[src/rtl/vector_processor_pkg.sv]
// Shared types and defaults for the vector issue path.
// Default XLEN is provided here so every design unit compiled after this file sees it.
`ifndef XLEN
`define XLEN 32
`endif

package vector_processor_pkg;

  typedef enum logic [1:0] {
    IDLE   = 2'd0,
    DECODE = 2'd1,
    EXEC   = 2'd2,
    RESP   = 2'd3
  } seq_state_e;

  localparam int unsigned TIMEOUT_DEFAULT = 1024;

endpackage

[src/rtl/vec_timeout_counter.sv]
// EXEC-phase cycle counter; expire is raised while counting and the count
// has reached TIMEOUT-1.
module vec_timeout_counter
  import vector_processor_pkg::*;
#(
  parameter int unsigned TIMEOUT = TIMEOUT_DEFAULT
) (
  input  logic clk,
  input  logic reset,
  input  logic clear,
  input  logic enable,
  output logic expire
);

  localparam int unsigned CNT_W = $clog2(TIMEOUT);
  localparam logic [CNT_W-1:0] LAST = CNT_W'(TIMEOUT - 1);

  logic [CNT_W-1:0] count_q;
  logic [CNT_W-1:0] count_d;

  always_comb begin
    count_d = count_q;
    if (clear) begin
      count_d = '0;
    end else if (enable) begin
      count_d = count_q + CNT_W'(1);
    end
  end

  always_ff @(posedge clk or posedge reset) begin
    if (reset) begin
      count_q <= '0;
    end else begin
      count_q <= count_d;
    end
  end

  assign expire = enable && (count_q == LAST);

endmodule

[src/rtl/vec_issue_sequencer.sv]
// Pops one vector instruction at a time from the queue, issues it to the
// datapath, and returns a single response (result, illegal or timeout).
module vec_issue_sequencer
  import vector_processor_pkg::*;
#(
  parameter int unsigned XLEN    = `XLEN,
  parameter int unsigned TIMEOUT = TIMEOUT_DEFAULT
) (
  input  logic            clk,
  input  logic            reset,
  input  logic            q_valid,
  input  logic [XLEN-1:0] q_instruction,
  input  logic [XLEN-1:0] q_rs1_data,
  input  logic [XLEN-1:0] q_rs2_data,
  output logic            q_ready,
  output logic [XLEN-1:0] ex_instruction,
  output logic [XLEN-1:0] ex_rs1_data,
  output logic [XLEN-1:0] ex_rs2_data,
  output logic            issue_start,
  input  logic            is_vec,
  input  logic            inst_done,
  input  logic [XLEN-1:0] csr_out,
  input  logic            scalar_pro_ready,
  output logic            vec_pro_ack,
  output logic [XLEN-1:0] resp_data,
  output logic            resp_err,
  output logic            resp_timeout,
  output logic            busy,
  output logic [15:0]     retired_cnt
);

  seq_state_e      state_q, state_d;
  logic [XLEN-1:0] ex_instruction_q, ex_instruction_d;
  logic [XLEN-1:0] ex_rs1_data_q, ex_rs1_data_d;
  logic [XLEN-1:0] ex_rs2_data_q, ex_rs2_data_d;
  logic [XLEN-1:0] resp_data_q, resp_data_d;
  logic            resp_err_q, resp_err_d;
  logic            resp_timeout_q, resp_timeout_d;
  logic [15:0]     retired_cnt_q, retired_cnt_d;

  logic cnt_clear;
  logic cnt_enable;
  logic cnt_expire;

  vec_timeout_counter #(
    .TIMEOUT (TIMEOUT)
  ) u_timeout (
    .clk    (clk),
    .reset  (reset),
    .clear  (cnt_clear),
    .enable (cnt_enable),
    .expire (cnt_expire)
  );

  always_comb begin
    state_d          = state_q;
    ex_instruction_d = ex_instruction_q;
    ex_rs1_data_d    = ex_rs1_data_q;
    ex_rs2_data_d    = ex_rs2_data_q;
    resp_data_d      = resp_data_q;
    resp_err_d       = resp_err_q;
    resp_timeout_d   = resp_timeout_q;
    retired_cnt_d    = retired_cnt_q;
    q_ready          = 1'b0;
    issue_start      = 1'b0;
    vec_pro_ack      = 1'b0;
    cnt_clear        = 1'b0;
    cnt_enable       = 1'b0;

    case (state_q)
      IDLE: begin
        q_ready = 1'b1;
        if (q_valid) begin
          ex_instruction_d = q_instruction;
          ex_rs1_data_d    = q_rs1_data;
          ex_rs2_data_d    = q_rs2_data;
          state_d          = DECODE;
        end
      end
      DECODE: begin
        if (is_vec) begin
          issue_start = 1'b1;
          cnt_clear   = 1'b1;
          state_d     = EXEC;
        end else begin
          resp_data_d    = '0;
          resp_err_d     = 1'b1;
          resp_timeout_d = 1'b0;
          state_d        = RESP;
        end
      end
      EXEC: begin
        cnt_enable = 1'b1;
        // Completion takes priority over a timeout landing in the same cycle.
        if (inst_done) begin
          resp_data_d    = csr_out;
          resp_err_d     = 1'b0;
          resp_timeout_d = 1'b0;
          state_d        = RESP;
        end else if (cnt_expire) begin
          resp_data_d    = '0;
          resp_err_d     = 1'b1;
          resp_timeout_d = 1'b1;
          state_d        = RESP;
        end
      end
      RESP: begin
        vec_pro_ack = 1'b1;
        if (scalar_pro_ready) begin
          retired_cnt_d = retired_cnt_q + 16'd1;
          state_d       = IDLE;
        end
      end
      default: state_d = IDLE;
    endcase
  end

  always_ff @(posedge clk or posedge reset) begin
    if (reset) begin
      state_q          <= IDLE;
      ex_instruction_q <= '0;
      ex_rs1_data_q    <= '0;
      ex_rs2_data_q    <= '0;
      resp_data_q      <= '0;
      resp_err_q       <= 1'b0;
      resp_timeout_q   <= 1'b0;
      retired_cnt_q    <= '0;
    end else begin
      state_q          <= state_d;
      ex_instruction_q <= ex_instruction_d;
      ex_rs1_data_q    <= ex_rs1_data_d;
      ex_rs2_data_q    <= ex_rs2_data_d;
      resp_data_q      <= resp_data_d;
      resp_err_q       <= resp_err_d;
      resp_timeout_q   <= resp_timeout_d;
      retired_cnt_q    <= retired_cnt_d;
    end
  end

  assign ex_instruction = ex_instruction_q;
  assign ex_rs1_data    = ex_rs1_data_q;
  assign ex_rs2_data    = ex_rs2_data_q;
  assign resp_data      = resp_data_q;
  assign resp_err       = resp_err_q;
  assign resp_timeout   = resp_timeout_q;
  assign retired_cnt    = retired_cnt_q;
  assign busy           = (state_q != IDLE);

endmodule

[config.mk]
export PLATFORM = sky130hd
export DESIGN_NAME = vec_issue_sequencer
export DESIGN_NICKNAME = d
export VERILOG_FILES = /design/src/rtl/vector_processor_pkg.sv /design/src/rtl/vec_timeout_counter.sv /design/src/rtl/vec_issue_sequencer.sv
export SDC_FILE = /design/constraint.sdc
export NUM_CORES = 1
export LEC_CHECK = 0
export CORE_MARGIN = 3
export CORE_UTILIZATION = 40
export DETAILED_ROUTE_END_ITERATION = 10
export PLACE_DENSITY = 0.83
export SLEW_MARGIN = 30
export SYNTH_ARGS = -nofsm -noshare
export SYNTH_HDL_FRONTEND = slang
export SYNTH_SLANG_ARGS = --single-unit
export TNS_END_PERCENT = 100
[constraint.sdc]
create_clock -name clk -period 13.25 [get_ports clk]
set_input_delay 2.65 -clock clk [delete_from_list [all_inputs] [get_ports clk]]
set_output_delay 2.65 -clock clk [all_outputs]
set_load 0.01 [all_outputs]
# Word-level counts from Yosys, hierarchy flattened
# Index checks and enable logic that the tools add are counted.
classes:
  n_addsub: 2
  eq_ne: 8
  mux: 23
  n_reduce_logical: 9
ops:
  columns: ["operator", "n"]
  rows:
  - ["two-way mux 32 bit", 3]
  - ["one-hot mux 32 bit (2 select lines)", 1]
  - ["two-way mux 10 bit", 2]
  - ["adder 16 x 1 -> 16 bit (second input constant)", 1]
  - ["adder 10 x 1 -> 10 bit (second input constant)", 1]
  - ["equality test 10 bit (second input constant)", 1]
  - ["two-way mux 1 bit", 10]
  - ["two-way mux 2 bit", 4]
  - ["one-hot mux 2 bit (4 select lines)", 1]
  - ["inequality test 2 bit (second input constant)", 3]
  - ["AND reduction 3 bit", 2]
  - ["nonzero test 2 bit", 3]
  - ["equality test 2 bit (second input constant)", 2]
  - ["one-hot mux 1 bit (2 select lines)", 2]
  - ["AND reduction 2 bit", 2]
  - ["inequality test 3 bit (second input constant)", 1]
  - ["equality test 2 x 1 -> 1 bit (second input constant)", 1]
  - ["zero test 2 bit", 1]
  - ["logical AND 1 bit", 1]
totals:
  register_bits: 158
  in_bits: 134
  output_inout_bits: 150
  elab_cells: 51

# Logic depth before layout (Yosys ltp)
depth:
  ltp_word: 6
  mapped_depth: 7
  mapped_depth_nobuf: 6

# By module
# From an unflattened synthesis, not the netlist that was laid out.
hier_totals:
  hier_cells: 415
  hier_area_um2: 6160.9
modules_own_cells:
  columns: ["module", "n_inst", "cells_per_inst", "area_per_inst_um2"]
  rows:
  - ["vec_issue_sequencer", 1, 364, 5644.2]
  - ["vec_timeout_counter", 1, 51, 516.7]

# Worst setup path after synthesis
# OpenSTA, ideal clock, no wires.
synth_timing:
  path_kind: "input port to output port"
  from: "input is_vec"
  to: "output issue_start"
  t_arrival_ps: 3080
  required_ps: 10600
  path_slack_ps: 7520
  stages: 3
  cell_sequence: "nand2_1 > inv_1 > clkbuf_1"
synth_via:
  elab_chain_cells: 2
synth_lines:
  columns: ["element", "line_no", "source"]
  rows:
  - ["from (decl)", "vec_issue_sequencer.sv:20", "input logic is_vec,"]
  - ["two-way mux 1 bit", "vec_issue_sequencer.sv:81", "if (is_vec) begin"]
  - ["two-way mux 1 bit", "vec_issue_sequencer.sv:70", "case (state_q)"]
  - ["to (decl)", "vec_issue_sequencer.sv:19", "output logic issue_start,"]
# Every way passes these cells.

# Worst setup path in the final report
# Ends and elaborated chain as after synthesis.

==> impl_metrics.csv <==
group,metric,value,unit
status,status,"complete, no violations",
sta,grt_setup_unrepaired,"no",
global_routing,antenna_found_initial,0,
synth,yosysUniqueCellTypes,38,
detailed_routing,drtIter0Drc,167,
detailed_routing,wire_per_inst,17.91,um
synth,synth_area_per_cell,14.82,sq um
place,io_buffers,283,
critical_path,critPathMaxStageDelay,0.62,ns
place,pre_cts_ws,6.506,ns
sta,finClkSkew,0.005800,ns
clocking,insertion_delay,0.41,ns
clocking,cts_setup_buffers,0,
clocking,clkTransAtPathRegs,0.06,ns
flow_run,drv_cap,0,
floorplan,core_area,14810,sq um
synth,synth_nets,556,
floorplan,rows,44,
sta,max_freq,147.9,MHz
synth,ys_seq_area_share,64.15,%
final_layout,stdcell_count,897,
synth,async_flop_share,100.0,%
final_layout,synthToLayoutAreaGrowth,57.49,%
critical_path,critPathTopFamily,"buffers and inverters",
critical_path,crit_type,"in2out",
place,dpl.cell_count,866,
global_routing,grt_pass1_vias,4700,
floorplan,die_width,130.1,um
critical_path,cpMostUsedCell,"clkdlybuf4s50_1",
clocking,cts_resized,0,
floorplan,die_y,130.1,um
critical_path,crit_start,"is_vec",
clocking,ctsHtreeMaxLevel,4,
clocking,holdBufCountCts,0,
global_routing,grt_max_degree,84,
pwr,leakage,4.157,nW
critical_path,required,10.60,ns
synth,synthFlopType,"dfrtp_1",
worst_hold_path,worstHoldPathType,"reg2reg",
floorplan,initial_utilization,41.62,%
sta,setup_viol,0,
place,routabilityCongestion,0.8166,
critical_path,cp_num_cells,4,
clocking,cts_tree,"done",
detailed_routing,via_per_inst,4.969,
detailed_routing,remaining_drc_errors,0,
critical_path,path_cells,"clkdlybuf4s50_1, nand2_1, inv_1, clkdlybuf4s50_1",
place,place_hpwl,12.16,mm
synth,netlist_instances,416,
sta,setup_slack,6.490,ns
critical_path,cp_max_fo,11,
clocking,cts_sinks,158,
floorplan,boundaryPins,284,
global_routing,gr-total-overflow,0,
synth,synth_edf_count,0,
critical_path,r2r_slack,10.76,ns
critical_path,endpoint_kind,"primary output",
detailed_routing,first_pass_iters,4,
clocking,root_buffer,"clkbuf_16",
detailed_routing,via_count,4457,
critical_path,endpoint,"issue_start",
sta,tightest_slew,0.8560,ns
clocking,cts_buffers,17,
synth,yosys_warnings,0,
detailed_routing,wl,16.06,mm
detailed_routing,ant_nets,0,
global_routing,grt_usage,18.46,%
sta,slew_violations,0,
critical_path,worst_setup_path_start_kind,"primary input",
final_layout,num_antenna_cells,0,
pwr,peakVddDrop,0.1071,mV
critical_path,regToRegEndpoint,"ex_instruction[12]",
sta,slew_headroom,42.93,%
floorplan,die_area,16930,sq um
sta,finalSetupTns,0,ns
sta,min_period,6.760,ns
pwr,powerDensity,222.4,nW/um^2
final_layout,drive_above_1_share,19.35,%
clocking,cts_buffer_depth,2,
critical_path,crit_slowest_cell,"clkdlybuf4s50_1",
critical_path,arrival,4.11,ns
sta,hold_violations,0,
critical_path,rr_startpoint,"state_q[0]",
sta,post-route-period-util,51.02,%
critical_path,crit_buf_inv,3,
critical_path,rr_worst_depth,5,
synth,ys_seq_elements,158,
global_routing,grt_pass1_wl,24.43,mm
synth,synth_area,6163,sq um
final_layout,fin_nets,841,
per-stage QoR:
step           cell area [sq um]  utilization [%]  power [W]  hold WS (ns)
2_1_floorplan               6163                -   0.001216        0.5075
4_1_cts                     9707            65.55   0.002188        0.4789
3_3_place_gp                9160            61.85   0.001689        0.4631
6_report                    9707            65.55   0.002159        0.4719
5_1_grt                     9707            65.55   0.002280        0.5014
3_5_place_dp                9165            61.89   0.001735        0.4713
worst min path at each step:
| stage | startpoint | end | slack [ns] | cells past startpoint |
|---|---|---|---|---|
| after floorplan | retired_cnt[15] | retired_cnt[15] | 0.51 | 1 |
| after global placement | retired_cnt[15] | retired_cnt[15] | 0.46 | 1 |
| after detailed placement | retired_cnt[15] | retired_cnt[15] | 0.47 | 1 |
| after CTS | retired_cnt[15] | retired_cnt[15] | 0.48 | 1 |
| after global routing | retired_cnt[15] | retired_cnt[15] | 0.50 | 1 |
| final | retired_cnt[15] | retired_cnt[15] | 0.47 | 1 |
final cells by class:
class / count / area, sq um
sequential: 158 / 3954
clock buffer: 20 / 446.7
tap: 184 / 230.2
multi-input combinational: 228 / 2083
fill: 1046 / 5102
inverter: 11 / 46.29
clock inverter: 11 / 95.09
timing repair buffer: 285 / 2851
cells in the mapped netlist (2+ instances only):
cell,instances,area [sq um]
inv_1,10,37.54
clkbuf_1,9,33.78
nor2_1,15,56.30
mux2_2,97,1092
buf_6,3,33.78
xor2_1,7,61.31
nor4_1,3,18.77
dfrtp_1,158,3954
ha_1,6,75.07
xnor2_1,16,140.1
a22o_1,32,280.3
buf_1,7,26.28
nand3_1,10,50.05
nand2_1,9,33.78
nor2b_1,2,12.51
and3_1,3,18.77
a21oi_1,3,15.01
nand4_1,6,37.54
placed cells by master (no fill, tap or decap), drive strengths merged, types with 2 or more instances in the layout:
master,n
nand3,10
inv,10
xor2,7
nor4,3
ha,6
nand2,9
mux2,98
nand4,7
nor2b,2
clkbuf,20
and3,3
clkinv,8
buf,2
dfrtp,158
a22o,33
a21oi,4
nor2,15
xnor2,16
or4,2
clkinvlp,3
clkdlybuf4s50,283
flip-flops by register name (all words and copies together) (netlist names):
register           cells
resp_err               1
ex_instruction        32
resp_timeout           1
resp_data             32
ex_rs1_data           32
retired_cnt           16
u_timeout.count_q     10
state_q                2
ex_rs2_data           32
power breakdown:
part           internal, W  total (W)  leakage (nW)  switching (W)
sequential        0.000682   0.000797          1.96       0.000115
combinational     0.000564   0.000916          1.94       0.000353
clock             0.000261   0.000446         0.261       0.000185
logic make-up after synthesis:
logic type | share of synthesized area [%]
fa+ha+maj | 1.218
buf+inv | 2.192
compound gates | 6.171
flops | 64.15
mux | 18.07
xor+xnor | 3.268
simple gates | 4.933
layer usage:
metal / wire length, um / track usage (%)
met4: 287 / 6.479
met1: 6036 / 21.32
met5: 0 / 0
met2: 8701 / 33.61
met3: 1038 / 4.134
Power figures use the tool's default switching activity.
